<file path="src/rtl/uart_mmio_if.sv">
// Load/store bus between the core's data-memory side and the UART window.
interface uart_mmio_if;
    logic        sel;
    logic [3:0]  addr;
    logic [1:0]  mem_write;
    logic        rd_en;
    logic [31:0] wdata;
    logic [31:0] rdata;

    modport master (output sel, addr, mem_write, rd_en, wdata, input rdata);
    modport slave  (input sel, addr, mem_write, rd_en, wdata, output rdata);
endinterface

</file>
<file path="src/rtl/uart_mmio.sv">
// Memory-mapped 8N1 UART: TX FIFO feeding a serializer, synchronised RX
// deserializer feeding an RX FIFO, and a status register with sticky error flags.

module uart_mmio_fifo #(
    parameter int DEPTH = 16,
    parameter int WIDTH = 8
) (
    input  logic             clk,
    input  logic             reset,
    input  logic             push,
    input  logic             pop,
    input  logic [WIDTH-1:0] wdata,
    output logic [WIDTH-1:0] head,
    output logic             full,
    output logic             empty
);
    localparam int AW = $clog2(DEPTH);

    logic [WIDTH-1:0] mem_r [DEPTH];
    logic [AW:0]      wptr_r;
    logic [AW:0]      rptr_r;

    // Pointer update; the extra MSB separates full from empty on wrap
    always_ff @(posedge clk) begin
        if (!reset) begin
            wptr_r <= '0;
            rptr_r <= '0;
        end else begin
            if (push) begin
                wptr_r <= wptr_r + 1'b1;
            end else begin
                wptr_r <= wptr_r;
            end
            if (pop) begin
                rptr_r <= rptr_r + 1'b1;
            end else begin
                rptr_r <= rptr_r;
            end
        end
    end

    // Entry storage; callers only push when there is room
    always_ff @(posedge clk) begin
        if (push) begin
            mem_r[wptr_r[AW-1:0]] <= wdata;
        end
    end

    assign head  = mem_r[rptr_r[AW-1:0]];
    assign empty = (wptr_r == rptr_r);
    assign full  = (wptr_r[AW] != rptr_r[AW]) && (wptr_r[AW-1:0] == rptr_r[AW-1:0]);
endmodule

module uart_mmio #(
    parameter int CLKS_PER_BIT = 10416,
    parameter int FIFO_DEPTH   = 16
) (
    input  logic       clk,
    input  logic       reset,
    uart_mmio_if.slave bus,
    output logic       tx,
    input  logic       rx
);
    localparam int             CW        = $clog2(CLKS_PER_BIT) + 1;
    localparam logic [CW-1:0]  BIT_LAST  = CW'(CLKS_PER_BIT - 1);
    localparam logic [CW-1:0]  HALF_LAST = CW'(CLKS_PER_BIT / 2 - 1);

    typedef enum logic [1:0] {
        TX_IDLE  = 2'd0,
        TX_START = 2'd1,
        TX_DATA  = 2'd2,
        TX_STOP  = 2'd3
    } tx_state_t;

    typedef enum logic [2:0] {
        RX_IDLE  = 3'd0,
        RX_START = 3'd1,
        RX_DATA  = 3'd2,
        RX_STOP  = 3'd3,
        RX_BREAK = 3'd4
    } rx_state_t;

    // Bus decode
    logic        acc_ok_s;
    logic        tx_wr_s;
    logic        rx_rd_s;
    logic        st_rd_s;
    logic [31:0] rdata_s;
    logic [31:0] status_s;
    logic        unused_s;

    // TX side
    tx_state_t     tx_state_r;
    tx_state_t     tx_state_nxt_s;
    logic [CW-1:0] tx_cnt_r;
    logic [2:0]    tx_idx_r;
    logic [7:0]    tx_shift_r;
    logic          tx_r;
    logic          tx_nxt_s;
    logic          tx_pop_s;
    logic          tx_bit_end_s;
    logic          tx_push_s;
    logic [7:0]    tx_head_s;
    logic          tx_full_s;
    logic          tx_empty_s;

    // RX side
    logic [1:0]    rx_sync_r;
    logic          rx_s;
    rx_state_t     rx_state_r;
    rx_state_t     rx_state_nxt_s;
    logic [CW-1:0] rx_cnt_r;
    logic [2:0]    rx_idx_r;
    logic [7:0]    rx_shift_r;
    logic          rx_bit_end_s;
    logic          rx_half_end_s;
    logic          rx_push_req_s;
    logic          rx_ferr_set_s;
    logic          rx_push_s;
    logic          rx_ovr_set_s;
    logic [7:0]    rx_head_s;
    logic          rx_full_s;
    logic          rx_empty_s;
    logic          overrun_r;
    logic          ferr_r;

    assign unused_s = ^bus.wdata[31:8];

    // Access strobes for the three registers
    always_comb begin
        acc_ok_s = bus.sel && (bus.addr[1:0] == 2'b00);
        tx_wr_s  = acc_ok_s && (bus.addr[3:2] == 2'b00) && (bus.mem_write != 2'b00);
        rx_rd_s  = acc_ok_s && (bus.addr[3:2] == 2'b01) && bus.rd_en && !rx_empty_s;
        st_rd_s  = acc_ok_s && (bus.addr[3:2] == 2'b10) && bus.rd_en;
    end

    assign status_s = {25'h000_0000, ferr_r, overrun_r, (tx_state_r != TX_IDLE),
                       rx_full_s, rx_empty_s, tx_empty_s, tx_full_s};

    // Combinational read mux
    always_comb begin
        rdata_s = 32'h0000_0000;
        if (acc_ok_s) begin
            case (bus.addr[3:2])
                2'b01: begin
                    if (rx_empty_s) begin
                        rdata_s = 32'hFFFF_FFFF;
                    end else begin
                        rdata_s = {24'h00_0000, rx_head_s};
                    end
                end
                2'b10:   rdata_s = status_s;
                default: rdata_s = 32'h0000_0000;
            endcase
        end else begin
            rdata_s = 32'h0000_0000;
        end
    end

    assign bus.rdata = rdata_s;

    // A full FIFO drops the write even if the serializer pops this cycle
    assign tx_push_s = tx_wr_s && !tx_full_s;

    uart_mmio_fifo #(.DEPTH(FIFO_DEPTH), .WIDTH(8)) u_tx_fifo (
        .clk   (clk),
        .reset (reset),
        .push  (tx_push_s),
        .pop   (tx_pop_s),
        .wdata (bus.wdata[7:0]),
        .head  (tx_head_s),
        .full  (tx_full_s),
        .empty (tx_empty_s)
    );

    assign tx_bit_end_s = (tx_cnt_r == BIT_LAST);

    // TX state register
    always_ff @(posedge clk) begin
        if (!reset) begin
            tx_state_r <= TX_IDLE;
        end else begin
            tx_state_r <= tx_state_nxt_s;
        end
    end

    // TX next-state logic
    always_comb begin
        tx_state_nxt_s = tx_state_r;
        case (tx_state_r)
            TX_IDLE: begin
                if (!tx_empty_s) tx_state_nxt_s = TX_START;
                else             tx_state_nxt_s = TX_IDLE;
            end
            TX_START: begin
                if (tx_bit_end_s) tx_state_nxt_s = TX_DATA;
                else              tx_state_nxt_s = TX_START;
            end
            TX_DATA: begin
                if (tx_bit_end_s && (tx_idx_r == 3'd7)) tx_state_nxt_s = TX_STOP;
                else                                   tx_state_nxt_s = TX_DATA;
            end
            TX_STOP: begin
                if (!tx_bit_end_s)   tx_state_nxt_s = TX_STOP;
                else if (tx_empty_s) tx_state_nxt_s = TX_IDLE;
                else                 tx_state_nxt_s = TX_START;
            end
            default: tx_state_nxt_s = TX_IDLE;
        endcase
    end

    // TX outputs: FIFO pop and next line level (line itself is registered)
    always_comb begin
        tx_pop_s = 1'b0;
        tx_nxt_s = tx_r;
        case (tx_state_r)
            TX_IDLE: begin
                if (!tx_empty_s) begin
                    tx_pop_s = 1'b1;
                    tx_nxt_s = 1'b0;
                end else begin
                    tx_nxt_s = 1'b1;
                end
            end
            TX_START: begin
                if (tx_bit_end_s) tx_nxt_s = tx_shift_r[0];
                else              tx_nxt_s = 1'b0;
            end
            TX_DATA: begin
                if (!tx_bit_end_s)          tx_nxt_s = tx_r;
                else if (tx_idx_r == 3'd7)  tx_nxt_s = 1'b1;
                else                        tx_nxt_s = tx_shift_r[1];
            end
            TX_STOP: begin
                if (tx_bit_end_s && !tx_empty_s) begin
                    tx_pop_s = 1'b1;
                    tx_nxt_s = 1'b0;
                end else begin
                    tx_nxt_s = 1'b1;
                end
            end
            default: begin
                tx_pop_s = 1'b0;
                tx_nxt_s = 1'b1;
            end
        endcase
    end

    // TX datapath: baud counter, bit index, shift register, line
    always_ff @(posedge clk) begin
        if (!reset) begin
            tx_r       <= 1'b1;
            tx_cnt_r   <= '0;
            tx_idx_r   <= 3'd0;
            tx_shift_r <= 8'h00;
        end else begin
            tx_r <= tx_nxt_s;
            if ((tx_state_r == TX_IDLE) || tx_bit_end_s) tx_cnt_r <= '0;
            else                                          tx_cnt_r <= tx_cnt_r + 1'b1;
            if (tx_pop_s) begin
                tx_shift_r <= tx_head_s;
            end else if ((tx_state_r == TX_DATA) && tx_bit_end_s) begin
                tx_shift_r <= {1'b0, tx_shift_r[7:1]};
            end else begin
                tx_shift_r <= tx_shift_r;
            end
            if (tx_state_r != TX_DATA)  tx_idx_r <= 3'd0;
            else if (tx_bit_end_s)      tx_idx_r <= tx_idx_r + 3'd1;
            else                        tx_idx_r <= tx_idx_r;
        end
    end

    assign tx = tx_r;

    // RX input synchroniser, idles high
    always_ff @(posedge clk) begin
        if (!reset) begin
            rx_sync_r <= 2'b11;
        end else begin
            rx_sync_r <= {rx_sync_r[0], rx};
        end
    end

    assign rx_s          = rx_sync_r[1];
    assign rx_bit_end_s  = (rx_cnt_r == BIT_LAST);
    assign rx_half_end_s = (rx_cnt_r == HALF_LAST);

    // RX state register
    always_ff @(posedge clk) begin
        if (!reset) begin
            rx_state_r <= RX_IDLE;
        end else begin
            rx_state_r <= rx_state_nxt_s;
        end
    end

    // RX next-state logic; a bad stop bit waits for the line to return high
    always_comb begin
        rx_state_nxt_s = rx_state_r;
        case (rx_state_r)
            RX_IDLE: begin
                if (!rx_s) rx_state_nxt_s = RX_START;
                else       rx_state_nxt_s = RX_IDLE;
            end
            RX_START: begin
                if (!rx_half_end_s) rx_state_nxt_s = RX_START;
                else if (rx_s)      rx_state_nxt_s = RX_IDLE;
                else                rx_state_nxt_s = RX_DATA;
            end
            RX_DATA: begin
                if (rx_bit_end_s && (rx_idx_r == 3'd7)) rx_state_nxt_s = RX_STOP;
                else                                   rx_state_nxt_s = RX_DATA;
            end
            RX_STOP: begin
                if (!rx_bit_end_s) rx_state_nxt_s = RX_STOP;
                else if (rx_s)     rx_state_nxt_s = RX_IDLE;
                else               rx_state_nxt_s = RX_BREAK;
            end
            RX_BREAK: begin
                if (rx_s) rx_state_nxt_s = RX_IDLE;
                else      rx_state_nxt_s = RX_BREAK;
            end
            default: rx_state_nxt_s = RX_IDLE;
        endcase
    end

    // RX outputs: byte delivery and framing error at the stop sample
    always_comb begin
        rx_push_req_s = 1'b0;
        rx_ferr_set_s = 1'b0;
        if ((rx_state_r == RX_STOP) && rx_bit_end_s) begin
            rx_push_req_s = rx_s;
            rx_ferr_set_s = !rx_s;
        end else begin
            rx_push_req_s = 1'b0;
            rx_ferr_set_s = 1'b0;
        end
    end

    // RX datapath: baud counter reloads at each sample, so no drift builds up
    always_ff @(posedge clk) begin
        if (!reset) begin
            rx_cnt_r   <= '0;
            rx_idx_r   <= 3'd0;
            rx_shift_r <= 8'h00;
        end else begin
            case (rx_state_r)
                RX_START: begin
                    if (rx_half_end_s) rx_cnt_r <= '0;
                    else               rx_cnt_r <= rx_cnt_r + 1'b1;
                end
                RX_DATA, RX_STOP: begin
                    if (rx_bit_end_s) rx_cnt_r <= '0;
                    else              rx_cnt_r <= rx_cnt_r + 1'b1;
                end
                default: rx_cnt_r <= '0;
            endcase
            if ((rx_state_r == RX_DATA) && rx_bit_end_s) begin
                rx_shift_r <= {rx_s, rx_shift_r[7:1]};
                rx_idx_r   <= rx_idx_r + 3'd1;
            end else if (rx_state_r != RX_DATA) begin
                rx_shift_r <= rx_shift_r;
                rx_idx_r   <= 3'd0;
            end else begin
                rx_shift_r <= rx_shift_r;
                rx_idx_r   <= rx_idx_r;
            end
        end
    end

    // A firmware pop in the same cycle frees the slot for the incoming byte
    assign rx_push_s    = rx_push_req_s && (!rx_full_s || rx_rd_s);
    assign rx_ovr_set_s = rx_push_req_s && rx_full_s && !rx_rd_s;

    uart_mmio_fifo #(.DEPTH(FIFO_DEPTH), .WIDTH(8)) u_rx_fifo (
        .clk   (clk),
        .reset (reset),
        .push  (rx_push_s),
        .pop   (rx_rd_s),
        .wdata (rx_shift_r),
        .head  (rx_head_s),
        .full  (rx_full_s),
        .empty (rx_empty_s)
    );

    // Sticky error flags; a new error beats a same-cycle STATUS clear
    always_ff @(posedge clk) begin
        if (!reset) begin
            overrun_r <= 1'b0;
            ferr_r    <= 1'b0;
        end else begin
            if (rx_ovr_set_s)  overrun_r <= 1'b1;
            else if (st_rd_s)  overrun_r <= 1'b0;
            else               overrun_r <= overrun_r;
            if (rx_ferr_set_s) ferr_r <= 1'b1;
            else if (st_rd_s)  ferr_r <= 1'b0;
            else               ferr_r <= ferr_r;
        end
    end
endmodule
</file>
<file path="src/flat_wrapper.sv">
// flat-port wrapper written by rule: the top's interface ports become plain ports
module uart_mmio_flat 
#(
    parameter int CLKS_PER_BIT = 10416,
    parameter int FIFO_DEPTH   = 16
)
  (clk, reset, tx, rx, bus_sel, bus_addr, bus_mem_write, bus_rd_en, bus_wdata, bus_rdata);
  uart_mmio_if bus_i ();
  input  logic clk;
  input  logic reset;
  output logic tx;
  input  logic rx;
  input wire logic [$bits(bus_i.sel)-1:0] bus_sel;
  input wire logic [$bits(bus_i.addr)-1:0] bus_addr;
  input wire logic [$bits(bus_i.mem_write)-1:0] bus_mem_write;
  input wire logic [$bits(bus_i.rd_en)-1:0] bus_rd_en;
  input wire logic [$bits(bus_i.wdata)-1:0] bus_wdata;
  output wire logic [$bits(bus_i.rdata)-1:0] bus_rdata;
  assign bus_i.sel = bus_sel;
  assign bus_i.addr = bus_addr;
  assign bus_i.mem_write = bus_mem_write;
  assign bus_i.rd_en = bus_rd_en;
  assign bus_i.wdata = bus_wdata;
  assign bus_rdata = bus_i.rdata;
  uart_mmio #(.CLKS_PER_BIT(CLKS_PER_BIT), .FIFO_DEPTH(FIFO_DEPTH)) u_core (.clk(clk), .reset(reset), .bus(bus_i), .tx(tx), .rx(rx));
endmodule
</file>
<file path="config.mk">
export PLATFORM = sky130hd
export DESIGN_NAME = uart_mmio_flat
export DESIGN_NICKNAME = d
export VERILOG_FILES = /design/src/rtl/uart_mmio_if.sv /design/src/rtl/uart_mmio.sv /design/src/flat_wrapper.sv
export SDC_FILE = /design/constraint.sdc
export NUM_CORES = 1
export LEC_CHECK = 0
export CORE_MARGIN = 8
export CORE_UTILIZATION = 55
export DETAILED_ROUTE_END_ITERATION = 12
export GPL_ROUTABILITY_DRIVEN = 0
export PLACE_DENSITY_LB_ADDON = 0.15
export SLEW_MARGIN = 20
export SYNTH_ARGS = -nofsm -noshare
export SYNTH_HDL_FRONTEND = slang
export SYNTH_SLANG_ARGS = --single-unit
</file>
<file path="constraint.sdc">
create_clock -name clk -period 3.9 [get_ports clk]
set_input_delay 0.975 -clock clk [delete_from_list [all_inputs] [get_ports clk]]
set_output_delay 0.975 -clock clk [all_outputs]
set_load 0.03 [all_outputs]
</file>
Yosys cells after proc, flatten, opt, wreduce, memory -nomap -nowiden. Memories as Yosys holds them, arrays and structs flattened. A register that Yosys moved wholly into a read port is not among the register bits. Cells that the tools add are included. W data, S select, Z words.

Magnitude comparators: 0. Multiply operators: 0. Eq/ne operators: 23. Add/subtract/negate cells: 8. Shift operators: 0. Divide/modulo/power cells: 0. Mux-type cells: 44. Reduce and logical (&&, ||, !) cells: 41. Bitwise logic cells: 1.

Operator list (number): $mux W32 (2); $pmux W32 S2 (1); $add A15 B1 Y15 const B (2); $eq A15 B14 Y1 const B (2); $mux W15 (2); $pmux W15 S2 (1); $add A5 B1 Y5 const B (4); $logic_and A1 B1 Y1 (20); $mux W1 (20); $mux W4 (4); $mux W8 (2); $eq A15 B13 Y1 const B (1); $mux W3 (5); $pmux W3 S5 (1); $reduce_bool A2 Y1 (6); $eq A5 B5 Y1 (2); $eq A3 B3 Y1 const B (3); $eq A4 B4 Y1 (2); $pmux W2 S4 (1); $add A3 B1 Y3 const B (2); $eq A2 B2 Y1 const B (3); $eq A3 B2 Y1 const B (2); $logic_not A1 Y1 (6); $logic_not A2 Y1 (3); other kinds (13) (20).

RAM bits: 256. Input bits: 43. ROM bits: 0. Latch bits: 0. Word-level logic and storage cells: 135. Memories: 2. Output and inout bits: 33. Bits in registers: 82.

Memories: u_core.u_rx_fifo.mem_r (words 16, bits a word 8, rd ports 1, clocked after Yosys merged registers in 1, write ports 1, RTL line uart_mmio.sv:19) `logic [WIDTH-1:0] mem_r [DEPTH];`; u_core.u_tx_fifo.mem_r (words 16, bits a word 8, rd ports 1, clocked after Yosys merged registers in 1, write ports 1, RTL line uart_mmio.sv:19).

Logic depth before layout (Yosys ltp).
Depth in word-level cells: 9. Depth in mapped cells: 8. Depth with buffers taken out: 6.

Cells and area by module. A second synthesis with hierarchy kept.

Cell total of the unflattened synthesis: 935. Area, all modules: 14571.5 sq um.

Modules (own cells, without submodules): uart_mmio_fifo at u_core.u_tx_fifo (instances 1, sequential area each 4124.0 sq um, cells an instance 279, area an instance 5621.6 sq um); uart_mmio_fifo at u_core.u_rx_fifo (instances 1, sequential area each 4124.0 sq um, cells an instance 279, area an instance 5597.9 sq um); uart_mmio (instances 1, sequential area each 1241.2 sq um, cells an instance 377, area an instance 3352.0 sq um).

Worst setup path after synthesis. OpenSTA, ideal clock, no wires.

Kind: flip-flop to output port. Start: register u_core.u_rx_fifo.wptr_r[3]. End: output bus_rdata[10]. Buffers on the path: 3. Slack: -0.097 ns. Required time: 2.925 ns. Arrival time: 3.022 ns. Stages on the path, launching flop included: 8. Cell sequence: dfxtp_1 > clkbuf_1 > xor2_1 > nor4_2 > clkbuf_1 > nand2_1 > nor2_1 > buf_4.

Word-level cells in the longest chain between the ends: 4.

RTL lines: from (decl) (RTL line uart_mmio.sv:20) `logic [AW:0] wptr_r;`; from (signal assigned) (RTL line uart_mmio.sv:30) `wptr_r <= wptr_r + 1'b1;`; from (signal assigned) (RTL line uart_mmio.sv:32) `wptr_r <= wptr_r;`; $eq A5 B5 Y1 (RTL line uart_mmio.sv:50) `assign empty = (wptr_r == rptr_r);`; $mux W32 (RTL line uart_mmio.sv:146) `if (rx_empty_s) begin`; $pmux W32 S2 (RTL line uart_mmio.sv:144) `case (bus.addr[3:2])`; $mux W32 (RTL line uart_mmio.sv:143) `if (acc_ok_s) begin`; to (decl) (RTL line flat_wrapper.sv:18) `output wire logic [$bits(bus_i.rdata)-1:0] bus_rdata;`.

No other way between the ends.

Worst setup path in the final report.
Start: input bus_addr[2]. End: output bus_rdata[3].

Word-level cells in the longest chain between the ends: 3. Elaborated cells on any way between the ends: 4. Those cells by class: eq/ne: 2; mux: 2.

RTL lines: from (decl) (RTL line flat_wrapper.sv:14) `input wire logic [$bits(bus_i.addr)-1:0] bus_addr;`; $eq A2 B2 Y1 or $eq A2 B1 Y1 (tied branches) (RTL line uart_mmio.sv:144); $pmux W32 S2 * (RTL line uart_mmio.sv:144); $mux W32 * (RTL line uart_mmio.sv:143).

Mark *: on every way between the ends. The rest lies on a longest branch, timed or not.

==> results.json <==
{
  "hold_viol": 0,
  "critPathMaxStageDelay_ns": 0.55,
  "cp_slowest_cell": "clkdlybuf4s50_1",
  "drt_first_pass_iters": 5,
  "drc": 0,
  "cts_htree_levels": 2,
  "irDropWorstVdd_mv": 0.365,
  "cts_sinks": 346,
  "synth_area_per_cell_um2": 15.0,
  "finClkSkew_ns": 0.0180,
  "cp-startpoint": "bus_addr[2]",
  "die_height_um": 178,
  "end_kind": "output pin",
  "fmax_mhz": 263,
  "grt-ovfl-total": 0,
  "clockRootBuffer": "clkbuf_16",
  "outcome": "complete, no violations",
  "power_density_nw_per_um2": 498,
  "synth_top_area_cell": "edfxtp_1",
  "cp.required_ns": 2.92,
  "whs_ns": 0.405,
  "wl_um": 28300,
  "synth_top_cell_area_share": 0.534,
  "cts_buffers": 37,
  "via_count": 7972,
  "startpoint_type": "input pin",
  "cts_setup_buffers": 0,
  "clock_path_buffers": 3,
  "timing.setup.tns_ns": 0,
  "cts_tree": "yes",
  "rows": 59,
  "antenna_cells": 0,
  "grt_max_degree": 36,
  "slew_headroom": 0.304,
  "synth.distinct_cells": 63,
  "ys_ff_latch": 346,
  "worstMarginPinSlew_ns": 1.04,
  "synthCells": 957,
  "leakage_uw": 0.00559,
  "reg2reg_from": "u_core.rx_cnt_r[0]",
  "grt_use_met1": 0.262,
  "core_um2": 25900,
  "critPathCapture": "bus_rdata[3]",
  "path_class": "in2out",
  "hold_path.class": "reg2reg",
  "num_io_pins": 76,
  "drive_gt1_frac": 0.191,
  "via_per_inst": 5.82,
  "track_usage": 0.182,
  "critPathTopFamily": "buffers and inverters",
  "worstRegToRegCells": 5,
  "r2r_end": "u_core.u_rx_fifo.mem_r[1][1]",
  "area_delta_synth_final_pct": 14.3,
  "io_buffers": 51,
  "dp_hpwl_um": 18500,
  "critical_path.max_fanout": 6,
  "clock_latency_ns": 0.52,
  "die_area_um2": 31600,
  "antenna_found_initial": 0,
  "die_w_um": 178,
  "synthArstFlopShare": 0,
  "cp.depth": 7,
  "drt_iter0_drc": 611,
  "timing.final.crit_share": 0.974,
  "path_buf_inv": 3,
  "drv_cap": 0,
  "start_util": 0.556,
  "gr-max-usage-layer": "met2",
  "crit_chain": "clkdlybuf4s50_1 > inv_1 > ha_1 > nand3_1 > nand2b_1 > o21ai_0 > buf_4",
  "synth-edff-count": 256,
  "finalSetupViolCount": 0,
  "final_area_um2": 16500,
  "cts-hold-fix-buffers": 0,
  "dpl_cell_area_um2": 15100,
  "grt_use_met3": 0.0296,
  "path_clk_slew_ns": 0.05,
  "grt_pass1_vias": 7837,
  "power_uw": 8200,
  "crit_arrival_ns": 2.82,
  "slew_violations": 0,
  "wire_per_inst_um": 20.7,
  "synth.net_count": 1023,
  "synth-main-ff-cell": "edfxtp_1",
  "seq_area_frac_synth": 0.659,
  "fin_nets": 1072,
  "synthTopCellsByArea": "edfxtp_1 (53%), dfxtp_1 (13%), mux4_2 (9.7%), mux2i_1 (2.3%), ha_1 (2.0%)",
  "grt_first_pass_wirelength_um": 44400,
  "period_needed_ns": 3.80,
  "hold_depth": 1,
  "grt_setup_unrepaired": "false",
  "fin_util": 0.635,
  "fillers": 1861,
  "synth_area_um2": 14400,
  "yosys_warnings": 0,
  "grt_use_met2": 0.286,
  "worst-r2r-setup-slack_ns": 0.86,
  "ant_nets": 0
}
## where the power goes
group          switching, µW  internal, µW  total [µW]
clock                   1370          2290        3660
sequential              74.9          3970        4050
combinational            243           247         490
## stage by stage
stage	setup WS, ns	std cells
floorplan	0.343	957
global placement	0.154	1302
detailed placement	0.117	1302
CTS	0.0863	1369
global route	0.0483	1369
finish	0.102	1369
## layer usage
| layer | up-vias | routed length (µm) | part of all wire |
|---|---|---|---|
| met5 | - | 0 | 0 |
| met4 | 0 | 473 | 0.017 |
| met3 | 45 | 1610 | 0.057 |
| met2 | 200 | 13100 | 0.46 |
| met1 | 3977 | 13100 | 0.46 |
| li1 | 3750 | - | - |
## cells in the final DEF, fill, tap and decap left out, types with 15 or more instances in the layout
| master | n |
|---|---|
| edfxtp_1 | 256 |
| dfxtp_1 | 87 |
| nor2_1 | 75 |
| mux4_2 | 62 |
| buf_4 | 51 |
| nand2_1 | 43 |
| clkbuf_16 | 39 |
| and3_1 | 34 |
| mux2i_1 | 33 |
| xnor2_1 | 29 |
| nand3_1 | 27 |
| a21oi_1 | 26 |
| ha_1 | 23 |
| clkdlybuf4s50_1 | 19 |
| inv_1 | 17 |
| xor2_1 | 17 |
| o22ai_1 | 15 |
| nor3_1 | 15 |
## cell type report
type	instances	area (µm²)	share of cell area
Timing Repair Buffer	76	686	0.0417
Clock inverter	20	250	0.0152
Inverter	18	67.6	0.00411
Sequential cell	346	9500	0.577
Multi-Input combinational cell	527	4490	0.273
Clock buffer	47	1050	0.0636
Tap cell	335	419	0.0255
## worst reg2reg max path: cells and delay by family (launching register included)
kind / cells / cell delay, ns
compound gates: 1 / 0.69
simple gates: 3 / 1.39
fa+ha+maj: 1 / 0.24
flops: 1 / 0.36
## state kept, by name, indices dropped and copies added, names as in the netlist, named ones only
signal                   count
u_core.u_rx_fifo.mem_r     128
u_core.u_tx_fifo.mem_r     128
u_core.rx_cnt_r             15
u_core.tx_cnt_r             15
u_core.rx_shift_r            8
u_core.tx_shift_r            8
u_core.u_rx_fifo.rptr_r      5
u_core.u_rx_fifo.wptr_r      5
u_core.u_tx_fifo.rptr_r      5
u_core.u_tx_fifo.wptr_r      5
u_core.rx_idx_r              3
u_core.rx_state_r            3
u_core.tx_idx_r              3
u_core.rx_sync_r             2
u_core.tx_state_r            2
u_core.ferr_r                1
u_core.overrun_r             1
u_core.tx                    1
## synth_stat cells (3+ instances only)
library cell	n
a211oi_1	8
a21o_1	4
a21oi_1	26
a31oi_1	11
and3_1	34
and4_1	3
buf_1	5
buf_2	10
buf_4	23
clkbuf_1	26
dfxtp_1	90
edfxtp_1	256
ha_1	23
inv_1	17
mux2_2	6
mux2i_1	33
mux4_2	62
nand2_1	43
nand2b_1	11
nand3_1	27
nand4_1	11
nor2_1	76
nor2b_1	11
nor3_1	15
nor4b_1	3
o211ai_1	9
o21ai_0	8
o22ai_1	15
or3_1	4
xnor2_1	29
xor2_1	17
## cells by family after synthesis
group           count (synthesis)  share of synthesized area
buf+inv                        84                     0.0294
xor+xnor                       46                     0.0280
fa+ha+maj                      23                     0.0200
flops                         346                      0.659
compound gates                 99                     0.0467
simple gates                  258                     0.0922
mux                           101                      0.125
## worst min-delay path by stage
stage | start | endpoint | slack (ns)
after floorplan | u_core.rx_sync_r[0] | u_core.rx_sync_r[1] | 0.39
after global placement | u_core.rx_sync_r[0] | u_core.rx_sync_r[1] | 0.39
after detailed placement | u_core.rx_sync_r[0] | u_core.rx_sync_r[1] | 0.39
after CTS | u_core.rx_sync_r[0] | u_core.rx_sync_r[1] | 0.41
after global routing | u_core.rx_sync_r[0] | u_core.rx_sync_r[1] | 0.43
final | u_core.rx_sync_r[0] | u_core.rx_sync_r[1] | 0.41
## repair_timing
action                     4_1_cts  5_1_grt
setup endpoints to repair        3        1
gates resized for setup          2        1
hold endpoints to repair         0        0
Note: power is estimated with default switching activity, not from simulation.
